File: config.mk
export PLATFORM = sky130hd
export DESIGN_NAME = axis_lrelu_cfg_router
export DESIGN_NICKNAME = d
export VERILOG_FILES = /design/src/rtl/axis_lrelu_cfg_router.sv
export SDC_FILE = /design/constraint.sdc
export NUM_CORES = 1
export LEC_CHECK = 0
export CAP_MARGIN = 20
export CORE_AREA = 2 2 404 406
export DETAILED_ROUTE_END_ITERATION = 8
export DIE_AREA = 0 0 406 408
export PLACE_DENSITY = 0.3
export SLEW_MARGIN = 10
export SYNTH_ARGS = -nofsm -noshare
export SYNTH_HDL_FRONTEND = slang
export SYNTH_SLANG_ARGS = --single-unit
File: constraint.sdc
create_clock -name aclk -period 2.3 [get_ports aclk]
set_input_delay 0.46 -clock aclk [delete_from_list [all_inputs] [get_ports aclk]]
set_output_delay 0.46 -clock aclk [all_outputs]
set_load 0.005 [all_outputs]
File: src/rtl/axis_lrelu_cfg_router.sv
// Splits one AXI-Stream into config beats for the LReLU engine and data beats for the DW converter.
// Latency: zero cycles, because every valid/ready is combinational from state. Config length is latched on the first beat.
// Backpressure: WRITE_x stalls on engine_clken, PASS on dw_s_ready. FILL, BLOCK and RESET hold tready low.
//
// Ports:
//   aclk, aresetn                        clock and asynchronous active-low reset
//   s_axis_tvalid/tready/tdata/tuser/tlast upstream stream from the conv core
//   dw_s_valid, dw_s_ready               data path handshake towards the DW converter
//   dw_m_last_hs                         tlast handshake observed leaving the DW converter
//   engine_clken                         engine/slice clock enable
//   cfg_valid, cfg_last, cfg_kw          config path towards the LReLU engine
//   config_resetn                        active-low clear of the engine config buffers (RESET state)
//   state_dbg                            current FSM state
// Optional feature macro: LRELU_CFG_REUSE_EN. When it is defined, the tuser[I_REUSE] bit on the first
// beat turns that beat into data and skips the config reload.
// tdata and tuser are wired to both consumers in the parent, so this block only steers the handshakes.
module axis_lrelu_cfg_router #(
  parameter int DATA_WIDTH   = 1024,
  parameter int TUSER_WIDTH  = 8,
  parameter int KW_MAX       = 7,
  parameter int I_KW         = 0,
  parameter int BEATS_BASE   = 3,
  parameter int BEATS_PER_KW = 2,
  parameter int FILL_KW_MAX  = 1,
  parameter int FILL_DELAY   = 2,
  parameter int I_REUSE      = 7
) (
  input  logic                            aclk,
  input  logic                            aresetn,
  input  logic                            s_axis_tvalid,
  output logic                            s_axis_tready,
  input  logic [DATA_WIDTH-1:0]           s_axis_tdata,
  input  logic [TUSER_WIDTH-1:0]          s_axis_tuser,
  input  logic                            s_axis_tlast,
  output logic                            dw_s_valid,
  input  logic                            dw_s_ready,
  input  logic                            dw_m_last_hs,
  input  logic                            engine_clken,
  output logic                            cfg_valid,
  output logic                            cfg_last,
  output logic [$clog2(KW_MAX+1)-1:0]     cfg_kw,
  output logic                            config_resetn,
  output logic [2:0]                      state_dbg
);

  localparam int KW_W    = $clog2(KW_MAX + 1);
  localparam int CFG_MAX = BEATS_BASE + BEATS_PER_KW * KW_MAX - 2;
  localparam int CNT_W   = (CFG_MAX > 1) ? $clog2(CFG_MAX + 1) : 1;
  localparam int FILL_W  = (FILL_DELAY > 1) ? $clog2(FILL_DELAY) : 1;
  localparam logic [KW_W-1:0] KW_MAX_V = KW_W'(KW_MAX);

  typedef enum logic [2:0] {
    S_PASS    = 3'd0,
    S_BLOCK   = 3'd1,
    S_RESET   = 3'd2,
    S_WRITE_1 = 3'd3,
    S_WRITE_2 = 3'd4,
    S_FILL    = 3'd5
  } state_t;

  state_t            r_state;
  state_t            w_state_nxt;
  logic [CNT_W-1:0]  r_count_cfg;
  logic [FILL_W-1:0] r_count_fill;
  logic [KW_W-1:0]   r_cfg_kw;

  logic [KW_W-1:0]   w_kw_field;
  logic [KW_W-1:0]   w_kw_eff;
  logic [CNT_W-1:0]  w_cfg_len_m2;
  logic              w_reuse;
  logic              w_rdy;
  logic              w_hs;
  logic              w_fill_done;
  logic              w_unused;

  // Kernel width 0 is treated as 1x1. Field values above KW_MAX saturate.
  assign w_kw_field = s_axis_tuser[I_KW +: KW_W];
  assign w_kw_eff   = (w_kw_field == '0)       ? KW_W'(1)  :
                      (w_kw_field > KW_MAX_V)  ? KW_MAX_V  : w_kw_field;

  // The count is total beats minus 2. WRITE_1 consumes one beat, and WRITE_2 runs down to 0 inclusive.
  assign w_cfg_len_m2 = CNT_W'(BEATS_BASE) + CNT_W'(BEATS_PER_KW) * CNT_W'(w_kw_eff) - CNT_W'(2);

  assign w_fill_done = engine_clken && (r_count_fill == FILL_W'(FILL_DELAY - 1));

`ifdef LRELU_CFG_REUSE_EN
  assign w_reuse = (r_state == S_WRITE_1) && s_axis_tuser[I_REUSE];
`else
  assign w_reuse = 1'b0;
`endif

  // The payload is steered outside this block, so it only feeds this sink here.
  assign w_unused = ^{s_axis_tdata, s_axis_tuser, s_axis_tuser[I_REUSE]};

  always_comb begin
    w_state_nxt   = r_state;
    w_rdy         = 1'b0;
    w_hs          = 1'b0;
    dw_s_valid    = 1'b0;
    cfg_valid     = 1'b0;
    cfg_last      = 1'b0;
    config_resetn = 1'b1;

    case (r_state)
      S_WRITE_1: begin
        if (w_reuse) begin
          dw_s_valid = s_axis_tvalid;
          w_rdy      = dw_s_ready;
        end else begin
          cfg_valid  = s_axis_tvalid;
          w_rdy      = engine_clken;
        end
      end
      S_WRITE_2: begin
        cfg_valid = s_axis_tvalid;
        w_rdy     = engine_clken;
        cfg_last  = (r_count_cfg == '0);
      end
      S_PASS: begin
        dw_s_valid = s_axis_tvalid;
        w_rdy      = dw_s_ready;
      end
      S_RESET: config_resetn = 1'b0;
      default: ;
    endcase

    w_hs = s_axis_tvalid && w_rdy;

    case (r_state)
      S_WRITE_1: begin
        if (w_hs) begin
          if (w_reuse) w_state_nxt = s_axis_tlast ? S_BLOCK : S_PASS;
          else         w_state_nxt = S_WRITE_2;
        end
      end
      S_WRITE_2: begin
        if (w_hs && (r_count_cfg == '0))
          w_state_nxt = (int'(r_cfg_kw) <= FILL_KW_MAX) ? S_FILL : S_PASS;
      end
      S_FILL: begin
        if (w_fill_done) w_state_nxt = S_PASS;
      end
      S_PASS: begin
        // If the converter drains its own last beat in the same cycle, there is nothing to wait for in BLOCK.
        if (w_hs && s_axis_tlast) w_state_nxt = dw_m_last_hs ? S_RESET : S_BLOCK;
      end
      S_BLOCK: begin
        if (dw_m_last_hs) w_state_nxt = S_RESET;
      end
      S_RESET: begin
        if (engine_clken) w_state_nxt = S_WRITE_1;
      end
      default: w_state_nxt = S_WRITE_1;
    endcase
  end

  always_ff @(posedge aclk or negedge aresetn) begin
    if (!aresetn) begin
      r_state      <= S_WRITE_1;
      r_count_cfg  <= '0;
      r_count_fill <= '0;
      r_cfg_kw     <= '0;
    end else begin
      r_state <= w_state_nxt;
      if ((r_state == S_WRITE_1) && w_hs && !w_reuse) begin
        r_cfg_kw    <= w_kw_eff;
        r_count_cfg <= w_cfg_len_m2;
      end else if ((r_state == S_WRITE_2) && w_hs && (r_count_cfg != '0)) begin
        r_count_cfg <= r_count_cfg - CNT_W'(1);
      end
      if ((r_state == S_FILL) && engine_clken)
        r_count_fill <= w_fill_done ? '0 : r_count_fill + FILL_W'(1);
    end
  end

  assign s_axis_tready = w_rdy;
  assign cfg_kw        = r_cfg_kw;
  assign state_dbg     = r_state;

endmodule

==> metrics.md, run 1 <==
| Metric | Value |
|---|---|
| Status | `finished, final reports clean` |
| Antenna cells | `0` |
| Seq cells post-synth | `11` |
| Number of DRC violations after detailed-routing iteration 0 | `just over 80` |
| Setup violations, final | `0` |
| Startpoint types | `primary input` |
| Syn nets | `1129` |
| P per Cell Area | `476 nW/um^2` |
| CTS Buffer Depth | `2` |
| Post-DP HPWL | `about 4700 um` |
| Die area | `166000 sq um` |
| WS Path Type | `in -> out` |
| Hold crit path type | `reg -> reg` |
| Worst path required time | `1.84 ns` |
| Post-Route WL | `5190 um` |
| DRT Pass-1 Iters | `4` |
| Area Overhead vs Synth | `396%` |
| Crit path cell chain | `clkdlybuf4s50_1 > mux2i_1 > o21ai_1 > buf_4 > clkdlybuf4s50_1` |
| Worst Setup SP | `dw_s_ready` |
| Root Driver | `clkbuf_16` |
| Vias | `around 810` |
| Cts bufs inserted | `3` |
| Hold_sp | `r_count_fill$_DFFE_PN0P_` |
| Met2 Use GR | `0.00324` |
| Final Critical Period | `2.24 ns` |
| Crit-path leading delay family | `buffers and inverters` |
| Largest fanout on the critical path | `2` |
| Clock slew at reported path FFs | `0.05 ns` |
| Synth Cell Area | `between 700 and 800 sq um` |
| Die Width | `406 um` |
| RSZ-0062 raised after global routing | `no` |
| Non-Filler Instances | `2298` |
| Max-cap violations | `0` |
| Port Buf Inserts | `20` |
| Post-layout nets | `between 1000 and 1500` |
| Most used routing layer | `met1` |
| Clock latency at the later pin of the worst-skew pair | `0.24 ns` |
| Total clock sinks | `11` |
| Met1 Use GR | `0.0141` |
| Pin count of the biggest net entering global routing | `12` |
| Final slew viol count | `0` |
| Rel. slew slack | `0.480` |
| VDD IR-drop max | `0.280 mV` |
| CP dominant cell by count | `clkdlybuf4s50_1` |
| DR vias/cell | `0.354` |
| Count of hold-fix buffers inserted at cts | `0` |
| Min Hold Slack | `0.480 ns` |
| All-Layer GR Usage | `0.00621` |
| Post-synthesis sequential area ratio | `0.353` |
| Post-route antenna net violation count | `0` |
| Ys Warns | `0` |
| Syn avg cell area | `slightly below 9 sq um` |
| Total grt overflow | `0` |
| Initial antenna violation count | `3` |
| Leak | `0.529 nW` |
| First-pass GRT wire length | `6790 um` |
| Slowest cell on crit path | `clkdlybuf4s50_1` |
| Slowest stage delay, CP | `0.50 ns` |
| Total Power | `1.86 mW` |
| Routability cong. | `0.596` |
| Routed len/inst | `2.26 um` |
| Drc violations | `0` |
| Worst setup EP type | `primary output` |
| Core outline area | `between 150000 and 200000 sq um` |
| FFs w/ async S/R, synth | `1.00` |
| Met3 GRT Util | `0.000940` |
| CP Buf/Inv Count | `3` |
| Yosys cell types | `37` |
| H-Tree Depth | `1` |
| Slew @ Worst Pin | `0.778 ns` |
| Initial Utilization | `0.00487` |
| Clk_skew | `between 0.002 and 0.0025 ns` |
| Core Rows | `~150` |
| RR Startpoint | `r_count_cfg[0]$_DFFE_PN0P_` |
| Placed Cells incl. Taps | `between 2000 and 2500` |
| Share of layout cells above drive strength 1 | `0.260` |
| I/O pin count | `approximately 1100` |
| Top FF cell, synth | `dfrtp_1` |
| Number of flops mapped to enable cells by yosys | `0` |
| CTS tree | `built` |
| Syn Inst Count | `88` |
| Vias in the first global route | `a little under 800` |
| F_max | `~0.45 GHz` |
| Final Cycle Share | `0.974` |
| Crit path DAT | `approximately 1.8 ns` |
| Final hold vios | `0` |
| Die Y | `408 um` |
per-layer routing:
metal  share of wire  wire, um
met4          0.0085        44
met2            0.17       864
met3           0.039       201
met5               0         0
met1            0.79      4080
path summary, 6_finish.rpt:
| path | end | slack [ns] | cells past startpoint |
|---|---|---|---|
| setup / recovery | s_axis_tready | 0.06 | 5 |
| hold / removal | r_count_fill$_DFFE_PN0P_ | 0.48 | 1 |
| setup reg to reg | r_count_cfg[1]$_DFFE_PN0P_ | 0.44 | 6 |
| hold reg to reg | r_count_fill$_DFFE_PN0P_ | 0.48 | 1 |
| max in group asynchronous | state_dbg[0]$_DFFE_PN1P_ | 1.36 | 1 |
| min in group asynchronous | cfg_kw[0]$_DFFE_PN0P_ | 0.58 | 1 |
kinds of logic after synthesis:
family	Yosys count	synth area share
AO/OA/AOI/OAI	23	0.243
buffers and inverters	7	0.0461
adder cells (fa/ha/maj)	2	0.0318
multiplexers	4	0.0525
flip-flops	11	0.353
XOR/XNOR	1	0.0111
AND/OR/NAND/NOR	40	0.262
what timing repair did:
action                     4_1_cts  5_1_grt
setup endpoints to repair        1        3
setup buffers                    0        2
resized for setup                1        3
pin swaps                        0        0
layout by cell type, fill, tap and decap left out, types with 2 or more instances in the layout:
cell             instances
clkdlybuf4s50_1         15
buf_4                   15
nand2_1                 12
nor2_1                   9
dfrtp_1                  9
a21oi_1                  6
inv_1                    4
nor3_1                   4
mux2i_1                  3
o21ai_1                  3
clkbuf_16                3
buf_12                   3
or3b_1                   2
nor2_2                   2
o21ai_0                  2
and3_1                   2
a2bb2oi_1                2
ha_1                     2
dfstp_2                  2
synthesized netlist by cell type, types with 2 or more instances:
library cell | instances | area, sq um
and3_1 | 2 | 12.5
a2bb2oi_1 | 2 | 17.5
inv_1 | 4 | 15.0
ha_1 | 2 | 25.0
or3b_1 | 2 | 17.5
nor3_1 | 4 | 20.0
o21ai_1 | 2 | 10.0
mux2i_1 | 3 | 30.0
nand2_1 | 12 | 45.0
dfrtp_1 | 9 | 225
nor2_1 | 11 | 41.3
a21oi_1 | 6 | 30.0
dfstp_2 | 2 | 52.6
o21ai_0 | 3 | 15.0
buf_2 | 2 | 10.0
where the power goes:
part | internal [mW] | total, mW | leakage, nW | switching [mW]
Clock | 0.231 | 0.328 | 0.0409 | 0.0971
Sequential | 0.300 | 0.394 | 0.132 | 0.0934
Combinational | 0.537 | 1.14 | 0.355 | 0.599
state kept, by name, summed over array words and instances, names as in the netlist:
signal and count:
r_count_fill 1, r_count_cfg 4, state_dbg 3, cfg_kw 3
per-stage QoR:
step	utilization	setup WS, ns	setup TNS, ns	instance area [sq um]
after floorplan	-	0.584	0	787
after global placement	0.0235	-0.0715	-0.0715	3800
after detailed placement	0.0235	-0.0495	-0.0495	3800
after CTS	0.0240	0.0231	0	3880
after global routing	0.0241	0.00687	0	3900
final	0.0241	0.0606	0	3900
worst register-to-register path, stage by stage, from the launching register on:
cell	delay, ns
dfrtp_1	0.37
inv_1	0.13
ha_1	0.15
or3b_1	0.44
a31oi_4	0.28
nor2_4	0.05
mux2_1	0.31
cell type report:
class	count	area [sq um]
Fill cell	19311	158000
Tap cell	2175	2720
Multi-Input combinational cell	70	478
Timing Repair Buffer	34	332
Sequential cell	11	278
Clock buffer	3	75.1
Inverter	4	15.0
Clock inverter	1	5.00
Power figures use the tool's default switching activity.
==> run 2, diff against run 1 <==
--- a/config.mk
+++ b/config.mk
@@ -10,6 +10,7 @@
 export DETAILED_ROUTE_END_ITERATION = 8
 export DIE_AREA = 0 0 406 408
 export PLACE_DENSITY = 0.3
+export REMOVE_ABC_BUFFERS = 1
 export SLEW_MARGIN = 10
 export SYNTH_ARGS = -nofsm -noshare
 export SYNTH_HDL_FRONTEND = slang
==> metrics.md, run 2 (synthesized netlist as in run 1, its figures left out) <==
| Metric | Value |
|---|---|
| Status | `finished, final reports clean` |
| Pin count of the biggest net entering global routing | `13` |
| Worst Setup SP | `state_dbg[0]$_DFFE_PN1P_` |
| Post-Route WL | `between 5000 and 6000 um` |
| Register with the most flip-flops | `r_count_cfg` |
| Die Width | `406 um` |
| Final slew viol count | `0` |
| Routability cong. | `0.598` |
| CP Buf/Inv Count | `2` |
| All-Layer GR Usage | `0.00619` |
| Crit path cell chain | `and3b_1 > nand2_1 > o21ai_1 > buf_4 > clkdlybuf4s50_1` |
| Psw | `0.756 mW` |
| Worst r2r dst | `r_count_cfg[1]$_DFFE_PN0P_` |
| Port Buf Inserts | `20` |
| CTS Buffer Depth | `2` |
| Post-Place Setup Slack | `-0.0656 ns` |
| Min Hold Slack | `0.462 ns` |
| Root Driver | `clkbuf_16` |
| Switching share of power | `0.421` |
| Worst setup EP type | `primary output` |
| Final hold vios | `0` |
| F_max | `0.452 GHz` |
| Crit path capture | `s_axis_tready` |
| Routed len/inst | `2.27 um` |
| Internal power | `1.04 mW` |
| Die area | `between 150000 and 200000 sq um` |
| Hold depth | `1` |
| Vias | `785` |
| RR Startpoint | `state_dbg[1]$_DFFE_PN1P_` |
| Antenna cells | `0` |
| DR vias/cell | `approximately 0.34` |
| Slowest cell on crit path | `dfstp_2` |
| Rel. slew slack | `0.598` |
| Top sig layer | `met4` |
| Clk_skew | `0.00322 ns` |
| Count of hold-fix buffers inserted at cts | `0` |
| Largest register FFs | `4` |
| Met1 WL | `4100 um` |
| Non-Filler Instances | `2297` |
| Share of layout cells above drive strength 1 | `0.238` |
| Initial Utilization | `0.00487` |
| Clk pwr share | `0.184` |
| Final Critical Period | `between 2 and 2.5 ns` |
| VDD IR-drop max | `0.282 mV` |
| Worst setup margin | `slightly below 0.09 ns` |
| Placed Cells incl. Taps | `between 2000 and 2500` |
| Max-cap violations | `0` |
| Final Cycle Share | `0.962` |
| Post-route antenna net violation count | `0` |
| Largest fanout on the critical path | `4` |
| Worst path required time | `1.84 ns` |
| Setup TNS | `0 ns` |
| Sequential share of power | `0.216` |
| FF-to-FF setup slack | `0.40 ns` |
| Comb pwr share | `0.600` |
| Clock slew at reported path FFs | `0.05 ns` |
| H-Tree Depth | `1` |
| CTS tree | `built` |
| Initial antenna violation count | `3` |
| DRT Pass-1 Iters | `5` |
| Routed wl met2 | `871 um` |
| Highest-count cells in the layout ignoring fill and taps | `14 x clkdlybuf4s50_1, 14 x buf_4, 12 x nand2_1, 11 x nor2_1, 9 x dfrtp_1` |
| Hold_sp | `r_count_fill$_DFFE_PN0P_` |
| I/O pin count | `1050` |
| Drc violations | `0` |
| Setup violations, final | `0` |
| Die Y | `408 um` |
| Core Rows | `148` |
| Startpoint types | `register` |
| Crit-path leading delay family | `buffers and inverters` |
| DR WL met3 | `211 um` |
| Slew @ Worst Pin | `0.602 ns` |
| Area Overhead vs Synth | `395%` |
| Total Power | `1.80 mW` |
| Number of DRC violations after detailed-routing iteration 0 | `25` |
| Vias in the first global route | `a little under 800` |
| Core outline area | `between 150000 and 200000 sq um` |
| Clock latency at the later pin of the worst-skew pair | `between 0.2 and 0.25 ns` |
| Leak | `0.533 nW` |
| Cts bufs inserted | `3` |
| Post-layout nets | `1164` |
| FF-to-FF path depth | `5` |
| Slowest stage delay, CP | `between 0.5 and 0.6 ns` |
| Crit path DAT | `~1.8 ns` |
| WS Path Type | `reg -> out` |
| First-pass GRT wire length | `6760 um` |
| Total grt overflow | `0` |
| Hold crit path type | `reg -> reg` |
| Critical path depth | `5` |
| P per Cell Area | `461 nW/um^2` |
| Post-DP HPWL | `4660 um` |
| RSZ-0062 raised after global routing | `no` |
| Total clock sinks | `11` |
[run 2: cell count changes in the layout (fill, tap and decap cells not counted), sizes merged]
cell,delta
buf,-1
dlymetal6s2s,+1
clkdlybuf4s50,-1
[run 2: through the flow]
step,util,cell area (sq um)
floorplan,-,766
global placement,0.0235,3800
detailed placement,0.0235,3800
CTS,0.0240,3880
global route,0.0241,3890
finish,0.0241,3890
[run 2: what timing repair did]
| action | in CTS | in global routing |
|---|---|---|
| resized for setup | 2 | 1 |
| pin swaps | 0 | 1 |
| setup buffers | 0 | 1 |
| setup endpoints to repair | 1 | 1 |
| endpoints found under the hold margin | 0 | 0 |
[run 2: worst min-delay path by stage]
stage / slack, ns / endpoint
after floorplan: 0.16 / cfg_kw[0]$_DFFE_PN0P_
after global placement: 0.47 / r_count_fill$_DFFE_PN0P_
after detailed placement: 0.46 / r_count_fill$_DFFE_PN0P_
after CTS: 0.47 / r_count_fill$_DFFE_PN0P_
after global routing: 0.51 / r_count_fill$_DFFE_PN0P_
final: 0.46 / r_count_fill$_DFFE_PN0P_
[run 2: per-layer routing]
layer,GRT usage,vias to the layer above
li1,-,384
met1,0.0139,360
met2,0.00353,36
met3,0.000822,5
met4,0.00135,0
met5,0,-
[run 2: layout make-up]
type | count | area (sq um)
tap | 2175 | 2720
sequential | 11 | 278
multi-input combinational | 70 | 473
clock inverter | 1 | 5.00
clock buffer | 3 | 75.1
fill | 19300 | 158000
inverter | 4 | 15.0
timing repair buffer | 33 | 327
[run 2: power by group through the flow]
stage | Sequential, mW | Clock [mW] | Combinational, mW
after floorplan | 0.412 | 0 | 0.467
after global placement | 0.399 | 0 | 1.11
after detailed placement | 0.389 | 0 | 1.10
after CTS | 0.388 | 0.340 | 1.11
after global routing | 0.409 | 0.350 | 1.20
final | 0.389 | 0.331 | 1.08
